File: src/rtl/sram_arbiter_if.sv
// Shared bus between the inst/data masters, the arbiter and the memory slave.
// Modport master is the arbiter's view; slave is the surrounding cores and memory.
interface sram_arbiter_if;
  logic        inst_en;
  logic [31:0] inst_addr;
  logic [31:0] inst_rdata;
  logic        inst_ok;
  logic        data_en;
  logic [3:0]  data_wen;
  logic [31:0] data_addr;
  logic [31:0] data_wdata;
  logic [31:0] data_rdata;
  logic        data_ok;
  logic        mem_req;
  logic        mem_wr;
  logic [3:0]  mem_wstrb;
  logic [31:0] mem_addr;
  logic [31:0] mem_wdata;
  logic        mem_ack;
  logic [31:0] mem_rdata;

  modport master (
    input  inst_en, inst_addr,
    input  data_en, data_wen, data_addr, data_wdata,
    input  mem_ack, mem_rdata,
    output inst_rdata, inst_ok,
    output data_rdata, data_ok,
    output mem_req, mem_wr, mem_wstrb,
    output mem_addr, mem_wdata
  );

  modport slave (
    output inst_en, inst_addr,
    output data_en, data_wen, data_addr, data_wdata,
    output mem_ack, mem_rdata,
    input  inst_rdata, inst_ok,
    input  data_rdata, data_ok,
    input  mem_req, mem_wr, mem_wstrb,
    input  mem_addr, mem_wdata
  );
endinterface

File: src/rtl/sram_arbiter.sv
// Round-robin inst/data arbiter onto one registered req/ack memory port.
// Optional watchdog enabled by defining SRAM_ARB_TIMEOUT_EN.
module sram_arbiter #(
  parameter int unsigned TIMEOUT_CYCLES = 255
) (
  input  logic           clk,
  input  logic           reset,
  sram_arbiter_if.master bus,
  output logic           arb_err
);

  typedef enum logic [1:0] {
    S_IDLE,
    S_BUSY,
    S_RESP
  } state_t;

  if (TIMEOUT_CYCLES == 0 || TIMEOUT_CYCLES > 255) begin : g_bad_tmo
    $error("TIMEOUT_CYCLES must be 1..255");
  end

  state_t      state_q, state_d;
  logic        gnt_d_q, gnt_d_d;
  logic        last_d_q, last_d_d;
  logic        mem_req_q, mem_req_d;
  logic        mem_wr_q, mem_wr_d;
  logic [3:0]  mem_wstrb_q, mem_wstrb_d;
  logic [31:0] mem_addr_q, mem_addr_d;
  logic [31:0] mem_wdata_q, mem_wdata_d;
  logic        inst_ok_q, inst_ok_d;
  logic        data_ok_q, data_ok_d;
  logic [31:0] inst_rdata_q, inst_rdata_d;
  logic [31:0] data_rdata_q, data_rdata_d;
  logic        pick_d;
  logic        tmo;

`ifdef SRAM_ARB_TIMEOUT_EN
  logic [7:0] cnt_q, cnt_d;
  logic       err_q, err_d;

  // ack on the deadline cycle wins over the watchdog
  assign tmo = (state_q == S_BUSY) && !bus.mem_ack
             && (cnt_q == 8'(TIMEOUT_CYCLES - 1));

  always_comb begin
    cnt_d = '0;
    err_d = err_q | tmo;
    if (state_q == S_BUSY) cnt_d = cnt_q + 8'd1;
  end

  always_ff @(posedge clk) begin
    if (reset) begin
      cnt_q <= '0;
      err_q <= 1'b0;
    end else begin
      cnt_q <= cnt_d;
      err_q <= err_d;
    end
  end

  assign arb_err = err_q;
`else
  assign tmo     = 1'b0;
  assign arb_err = 1'b0;
`endif

  always_comb begin
    state_d      = state_q;
    gnt_d_d      = gnt_d_q;
    last_d_d     = last_d_q;
    mem_req_d    = mem_req_q;
    mem_wr_d     = mem_wr_q;
    mem_wstrb_d  = mem_wstrb_q;
    mem_addr_d   = mem_addr_q;
    mem_wdata_d  = mem_wdata_q;
    inst_ok_d    = 1'b0;
    data_ok_d    = 1'b0;
    inst_rdata_d = inst_rdata_q;
    data_rdata_d = data_rdata_q;
    pick_d       = bus.data_en && (!bus.inst_en || !last_d_q);
    unique case (state_q)
      S_IDLE: begin
        if (bus.inst_en || bus.data_en) begin
          gnt_d_d   = pick_d;
          mem_req_d = 1'b1;
          state_d   = S_BUSY;
          if (pick_d) begin
            mem_wr_d    = |bus.data_wen;
            mem_wstrb_d = bus.data_wen;
            mem_addr_d  = bus.data_addr;
            mem_wdata_d = bus.data_wdata;
          end else begin
            mem_wr_d    = 1'b0;
            mem_wstrb_d = 4'b0000;
            mem_addr_d  = bus.inst_addr;
            mem_wdata_d = '0;
          end
        end
      end
      S_BUSY: begin
        if (bus.mem_ack || tmo) begin
          mem_req_d = 1'b0;
          last_d_d  = gnt_d_q;
          state_d   = S_RESP;
          if (gnt_d_q) begin
            data_ok_d = 1'b1;
            if (!bus.mem_ack)  data_rdata_d = '0;
            else if (!mem_wr_q) data_rdata_d = bus.mem_rdata;
          end else begin
            inst_ok_d    = 1'b1;
            inst_rdata_d = bus.mem_ack ? bus.mem_rdata : '0;
          end
        end
      end
      S_RESP:  state_d = S_IDLE;
      default: state_d = S_IDLE;
    endcase
  end

  always_ff @(posedge clk) begin
    if (reset) begin
      state_q      <= S_IDLE;
      gnt_d_q      <= 1'b0;
      last_d_q     <= 1'b0;
      mem_req_q    <= 1'b0;
      mem_wr_q     <= 1'b0;
      mem_wstrb_q  <= '0;
      mem_addr_q   <= '0;
      mem_wdata_q  <= '0;
      inst_ok_q    <= 1'b0;
      data_ok_q    <= 1'b0;
      inst_rdata_q <= '0;
      data_rdata_q <= '0;
    end else begin
      state_q      <= state_d;
      gnt_d_q      <= gnt_d_d;
      last_d_q     <= last_d_d;
      mem_req_q    <= mem_req_d;
      mem_wr_q     <= mem_wr_d;
      mem_wstrb_q  <= mem_wstrb_d;
      mem_addr_q   <= mem_addr_d;
      mem_wdata_q  <= mem_wdata_d;
      inst_ok_q    <= inst_ok_d;
      data_ok_q    <= data_ok_d;
      inst_rdata_q <= inst_rdata_d;
      data_rdata_q <= data_rdata_d;
    end
  end

  assign bus.mem_req    = mem_req_q;
  assign bus.mem_wr     = mem_wr_q;
  assign bus.mem_wstrb  = mem_wstrb_q;
  assign bus.mem_addr   = mem_addr_q;
  assign bus.mem_wdata  = mem_wdata_q;
  assign bus.inst_ok    = inst_ok_q;
  assign bus.data_ok    = data_ok_q;
  assign bus.inst_rdata = inst_rdata_q;
  assign bus.data_rdata = data_rdata_q;

endmodule

File: src/flat_wrapper.sv
// flat-port wrapper written by rule: the top's interface ports become plain ports
module sram_arbiter_flat 
#(
  parameter int unsigned TIMEOUT_CYCLES = 255
)
  (clk, reset, arb_err, bus_inst_en, bus_inst_addr, bus_data_en, bus_data_wen, bus_data_addr, bus_data_wdata, bus_mem_ack, bus_mem_rdata, bus_inst_rdata, bus_inst_ok, bus_data_rdata, bus_data_ok, bus_mem_req, bus_mem_wr, bus_mem_wstrb, bus_mem_addr, bus_mem_wdata);
  sram_arbiter_if bus_i ();
  input  logic clk;
  input  logic reset;
  output logic arb_err;
  input wire logic [$bits(bus_i.inst_en)-1:0] bus_inst_en;
  input wire logic [$bits(bus_i.inst_addr)-1:0] bus_inst_addr;
  input wire logic [$bits(bus_i.data_en)-1:0] bus_data_en;
  input wire logic [$bits(bus_i.data_wen)-1:0] bus_data_wen;
  input wire logic [$bits(bus_i.data_addr)-1:0] bus_data_addr;
  input wire logic [$bits(bus_i.data_wdata)-1:0] bus_data_wdata;
  input wire logic [$bits(bus_i.mem_ack)-1:0] bus_mem_ack;
  input wire logic [$bits(bus_i.mem_rdata)-1:0] bus_mem_rdata;
  output wire logic [$bits(bus_i.inst_rdata)-1:0] bus_inst_rdata;
  output wire logic [$bits(bus_i.inst_ok)-1:0] bus_inst_ok;
  output wire logic [$bits(bus_i.data_rdata)-1:0] bus_data_rdata;
  output wire logic [$bits(bus_i.data_ok)-1:0] bus_data_ok;
  output wire logic [$bits(bus_i.mem_req)-1:0] bus_mem_req;
  output wire logic [$bits(bus_i.mem_wr)-1:0] bus_mem_wr;
  output wire logic [$bits(bus_i.mem_wstrb)-1:0] bus_mem_wstrb;
  output wire logic [$bits(bus_i.mem_addr)-1:0] bus_mem_addr;
  output wire logic [$bits(bus_i.mem_wdata)-1:0] bus_mem_wdata;
  assign bus_i.inst_en = bus_inst_en;
  assign bus_i.inst_addr = bus_inst_addr;
  assign bus_i.data_en = bus_data_en;
  assign bus_i.data_wen = bus_data_wen;
  assign bus_i.data_addr = bus_data_addr;
  assign bus_i.data_wdata = bus_data_wdata;
  assign bus_i.mem_ack = bus_mem_ack;
  assign bus_i.mem_rdata = bus_mem_rdata;
  assign bus_inst_rdata = bus_i.inst_rdata;
  assign bus_inst_ok = bus_i.inst_ok;
  assign bus_data_rdata = bus_i.data_rdata;
  assign bus_data_ok = bus_i.data_ok;
  assign bus_mem_req = bus_i.mem_req;
  assign bus_mem_wr = bus_i.mem_wr;
  assign bus_mem_wstrb = bus_i.mem_wstrb;
  assign bus_mem_addr = bus_i.mem_addr;
  assign bus_mem_wdata = bus_i.mem_wdata;
  sram_arbiter #(.TIMEOUT_CYCLES(TIMEOUT_CYCLES)) u_core (.clk(clk), .reset(reset), .bus(bus_i), .arb_err(arb_err));
endmodule
File: config.mk
export PLATFORM = sky130hd
export DESIGN_NAME = sram_arbiter_flat
export DESIGN_NICKNAME = d
export VERILOG_FILES = /design/src/rtl/sram_arbiter_if.sv /design/src/rtl/sram_arbiter.sv /design/src/flat_wrapper.sv
export SDC_FILE = /design/constraint.sdc
export NUM_CORES = 1
export LEC_CHECK = 0
export ABC_AREA = 0
export BUFFER_PORTS_ARGS = -buffer_cell sky130_fd_sc_hd__buf_2
export CAP_MARGIN = 20
export CORE_MARGIN = 1.5
export CORE_UTILIZATION = 49
export CTS_CLUSTER_DIAMETER = 60
export DETAILED_ROUTE_END_ITERATION = 16
export PLACE_DENSITY = 0.87
export SLEW_MARGIN = 20
export SYNTH_ARGS = -nofsm -noshare
export SYNTH_HDL_FRONTEND = slang
export SYNTH_SLANG_ARGS = --single-unit
File: constraint.sdc
create_clock -name clk -period 4.4 [get_ports clk]
set_input_delay 0.44 -clock clk [delete_from_list [all_inputs] [get_ports clk]]
set_output_delay 0.44 -clock clk [all_outputs]
set_load 0.05 [all_outputs]
==> results.tsv <==
stage	metric	value	unit
outcome	outcome	completed	
setup_path	worstPathArrival	2.50	ns
floorplan	die_w	107	um
setup_path	r2r-end	u_core.bus.mem_addr[24]	
route	vias	5063	
setup_path	r2r_slack	2.26	ns
finish	fin_area	7370	um2
finish	synthToLayoutAreaGrowth	37.8	%
finish	final_cell_mix	buf_2, dfxtp_1, nand2_1, a21oi_1, nand2b_1	
finish	final_common_cell	buf_2	
clock_network	clk_latency	0.51	ns
sta	fin_crit_sh	48.7	%
sta	worst_pin_slew	1.06	ns
pwr	ir_worst_vdd	225	uV
pwr	p_per_area	472	nW/um2
sta	rsz0062_at_grt	no	
clock_network	htree_levels	4	
synth	synth.distinct_cells	28	
sta	period_minus_slack	2.14	ns
clock_network	cts_resized	0	
finish	finish.utilization	70.4	%
grt	grt_first_pass_wirelength	23.1	mm
sta	slew_violations	0	
synth	synth_top_area_share	52.4	%
synth	synth_nets	713	
synth	ys_seq_elements	140	
worst_hold_path	min_from	bus_data_wdata[16]	
worst_hold_path	min_path_type	in -> reg	
placed_design	place_area	6750	um2
synth	syn-cell-area	5350	um2
setup_path	end_kind	flip-flop	
synth	synth_seq_area_share	52.4	%
worst_hold_path	min_path_cells	2	
sta	finalHoldViolCount	0	
grt	grt-ovfl-total	0	
grt	grt_max_degree	69	
grt	grt_pass1_vias	4769	
sta	fin_skew	0.00903	ns
clock_network	cts_made_buffers	17	
placed_design	preCtsSetupSlack	2.23	ns
clock_network	cts.root.buffer_cell	clkbuf_8	
grt	grt_usage	25.4	%
placed_design	dpl.hpwl	10.3	mm
route	antenna_left	0	
setup_path	worst-setup-path-type	reg -> reg	
floorplan	rows	37	
clock_network	cts_setup_buffers	0	
placed_design	gp_congestion	0.859	
route	avgRoutedWirePerCell	15.2	um
clock_network	postCtsHoldBufs	0	
route	via_per_inst	5.20	
floorplan	die_area	11500	um2
synth	avgSynthCellArea	9.28	um2
worst_hold_path	min_to	u_core.bus.mem_wdata[16]	
flow_run	cap_violations	0	
clock_network	cts_tree	yes	
finish	layout-drive-gt1-share	38.7	%
floorplan	die_y	107	um
clock_network	cts.sinks	140	
synth	yosysWarnings	0	
sta	relSlewSlack	29.6	%
synth	syn_inst	576	
floorplan	initial_core_util	51.1	%
setup_path	cp-start-kind	flip-flop	
sta	setup_viol	0	
synth	synth_area_leaders	dfxtp_1, nand2_1, nand2b_1	
placed_design	place.port_buffers	272	
finish	nets	961	
pwr	finalPower	3.48	mW
setup_path	cp.required	4.75	ns
pwr	leakage	3.64	nW
route	drt_wl_total	14.8	mm
synth	synth_largest_area_cell	dfxtp_1	
floorplan	io_pins	274	
sta	finalWorstSetupSlack	2.26	ns
setup_path	r2r_start	u_core.state_q[1]	
grt	grt_antenna_before_repair	1	
route	drc	0	
sta	tns	0	ns
route	drt_iter0_markers	296	
route	dr.pass1.iters	4	
setup_path	crit_fanout	32	
sta	fmax	0.467	GHz
clock_network	clk_pin_slew_worst_paths	0.06	ns
floorplan	core_region_area	10500	um2
clock_network	cts.path.max_buffers	2	
setup_path	r2r_cells	5	
## worst max path at each step
stage | start | end | slack [ns] | cells after the start
global route | u_core.state_q[1] | u_core.bus.mem_addr[12] | 2.12 | 5
global placement | bus_data_en | u_core.bus.mem_wdata[27] | 2.27 | 5
CTS | u_core.state_q[1] | u_core.bus.mem_addr[24] | 2.28 | 5
finish | u_core.state_q[1] | u_core.bus.mem_addr[24] | 2.26 | 5
detailed placement | bus_data_en | u_core.bus.mem_wdata[5] | 2.23 | 5
floorplan | bus_inst_en | u_core.bus.mem_wdata[11] | 2.72 | 5
## routing by layer
metal  part of all wire [%]  GRT usage (%)  vias to the layer above
met3                    7.7           8.11                       28
met5                      0              0                        -
met4                    2.7           10.5                        0
met1                     40           30.6                     2329
li1                       -              -                     2490
met2                     49           41.6                      216
## worst max-delay path, cell delays in order (launching register included)
cell	delay (ns)
dfxtp_1	0.40
nor2_2	0.57
buf_4	0.38
and2_0	0.16
buf_4	0.33
a311oi_1	0.16
## report_power, final
group	internal (mW)	switching (mW)	total (mW)
Combinational	0.185	0.451	0.636
Sequential	1.35	0.0454	1.39
Clock	0.914	0.538	1.45
## sequential cells by signal (all words and copies together) (netlist names)
signal,flops
u_core.bus.mem_addr,32
u_core.state_q,2
u_core.bus.mem_wstrb,4
u_core.bus.data_rdata,32
u_core.bus.mem_wdata,32
u_core.bus.inst_rdata,32
u_core.bus.mem_wr,1
u_core.gnt_d_q,1
u_core.bus.data_ok,1
u_core.bus.inst_ok,1
u_core.last_d_q,1
u_core.bus.mem_req,1
## kinds of logic (layout without fill, tap and decap cells)
logic type             count (synthesis)  after routing  share of synthesized area, %
AOI/OAI and AO/OA                    140            140                          18.3
buffers and inverters                 52            313                          4.14
DFF                                  140            140                          52.4
muxes                                 33             33                          6.18
other                                  1              2                        0.0701
and+or+nand+nor                      210            210                          18.9
## synth_stat cells
cell,number
a21bo_1,1
a21bo_2,1
a21boi_1,1
a21oi_1,67
a21oi_2,1
a22o_1,37
a311oi_1,32
and2_0,1
and2_1,1
buf_2,6
buf_4,1
buf_6,2
clkbuf_1,43
conb_1,1
dfxtp_1,140
mux2i_1,33
nand2_1,131
nand2b_1,64
nand3b_2,1
nand4bb_1,1
nor2_1,4
nor3b_1,1
nor4_4,1
nor4bb_1,1
or2_2,1
or3b_1,1
or3b_2,1
or4_1,1
## cell type report
cell class / count / area [um2]
flip-flops and latches: 140 / 2800
repair buffers: 281 / 1430
diodes: 1 / 2.50
clock inverters: 12 / 160
clock buffers: 20 / 455
fillers: 856 / 3100
well taps: 136 / 170
multi-input cells: 384 / 2340
## stage by stage
| stage | instances | hold slack [ns] |
|---|---|---|
| floorplan | 576 | 0.488 |
| global placement | 941 | 0.439 |
| detailed placement | 941 | 0.445 |
| CTS | 973 | 0.119 |
| global route | 974 | 0.114 |
| finish | 974 | 0.147 |
Note: power is estimated with default switching activity, not from simulation.
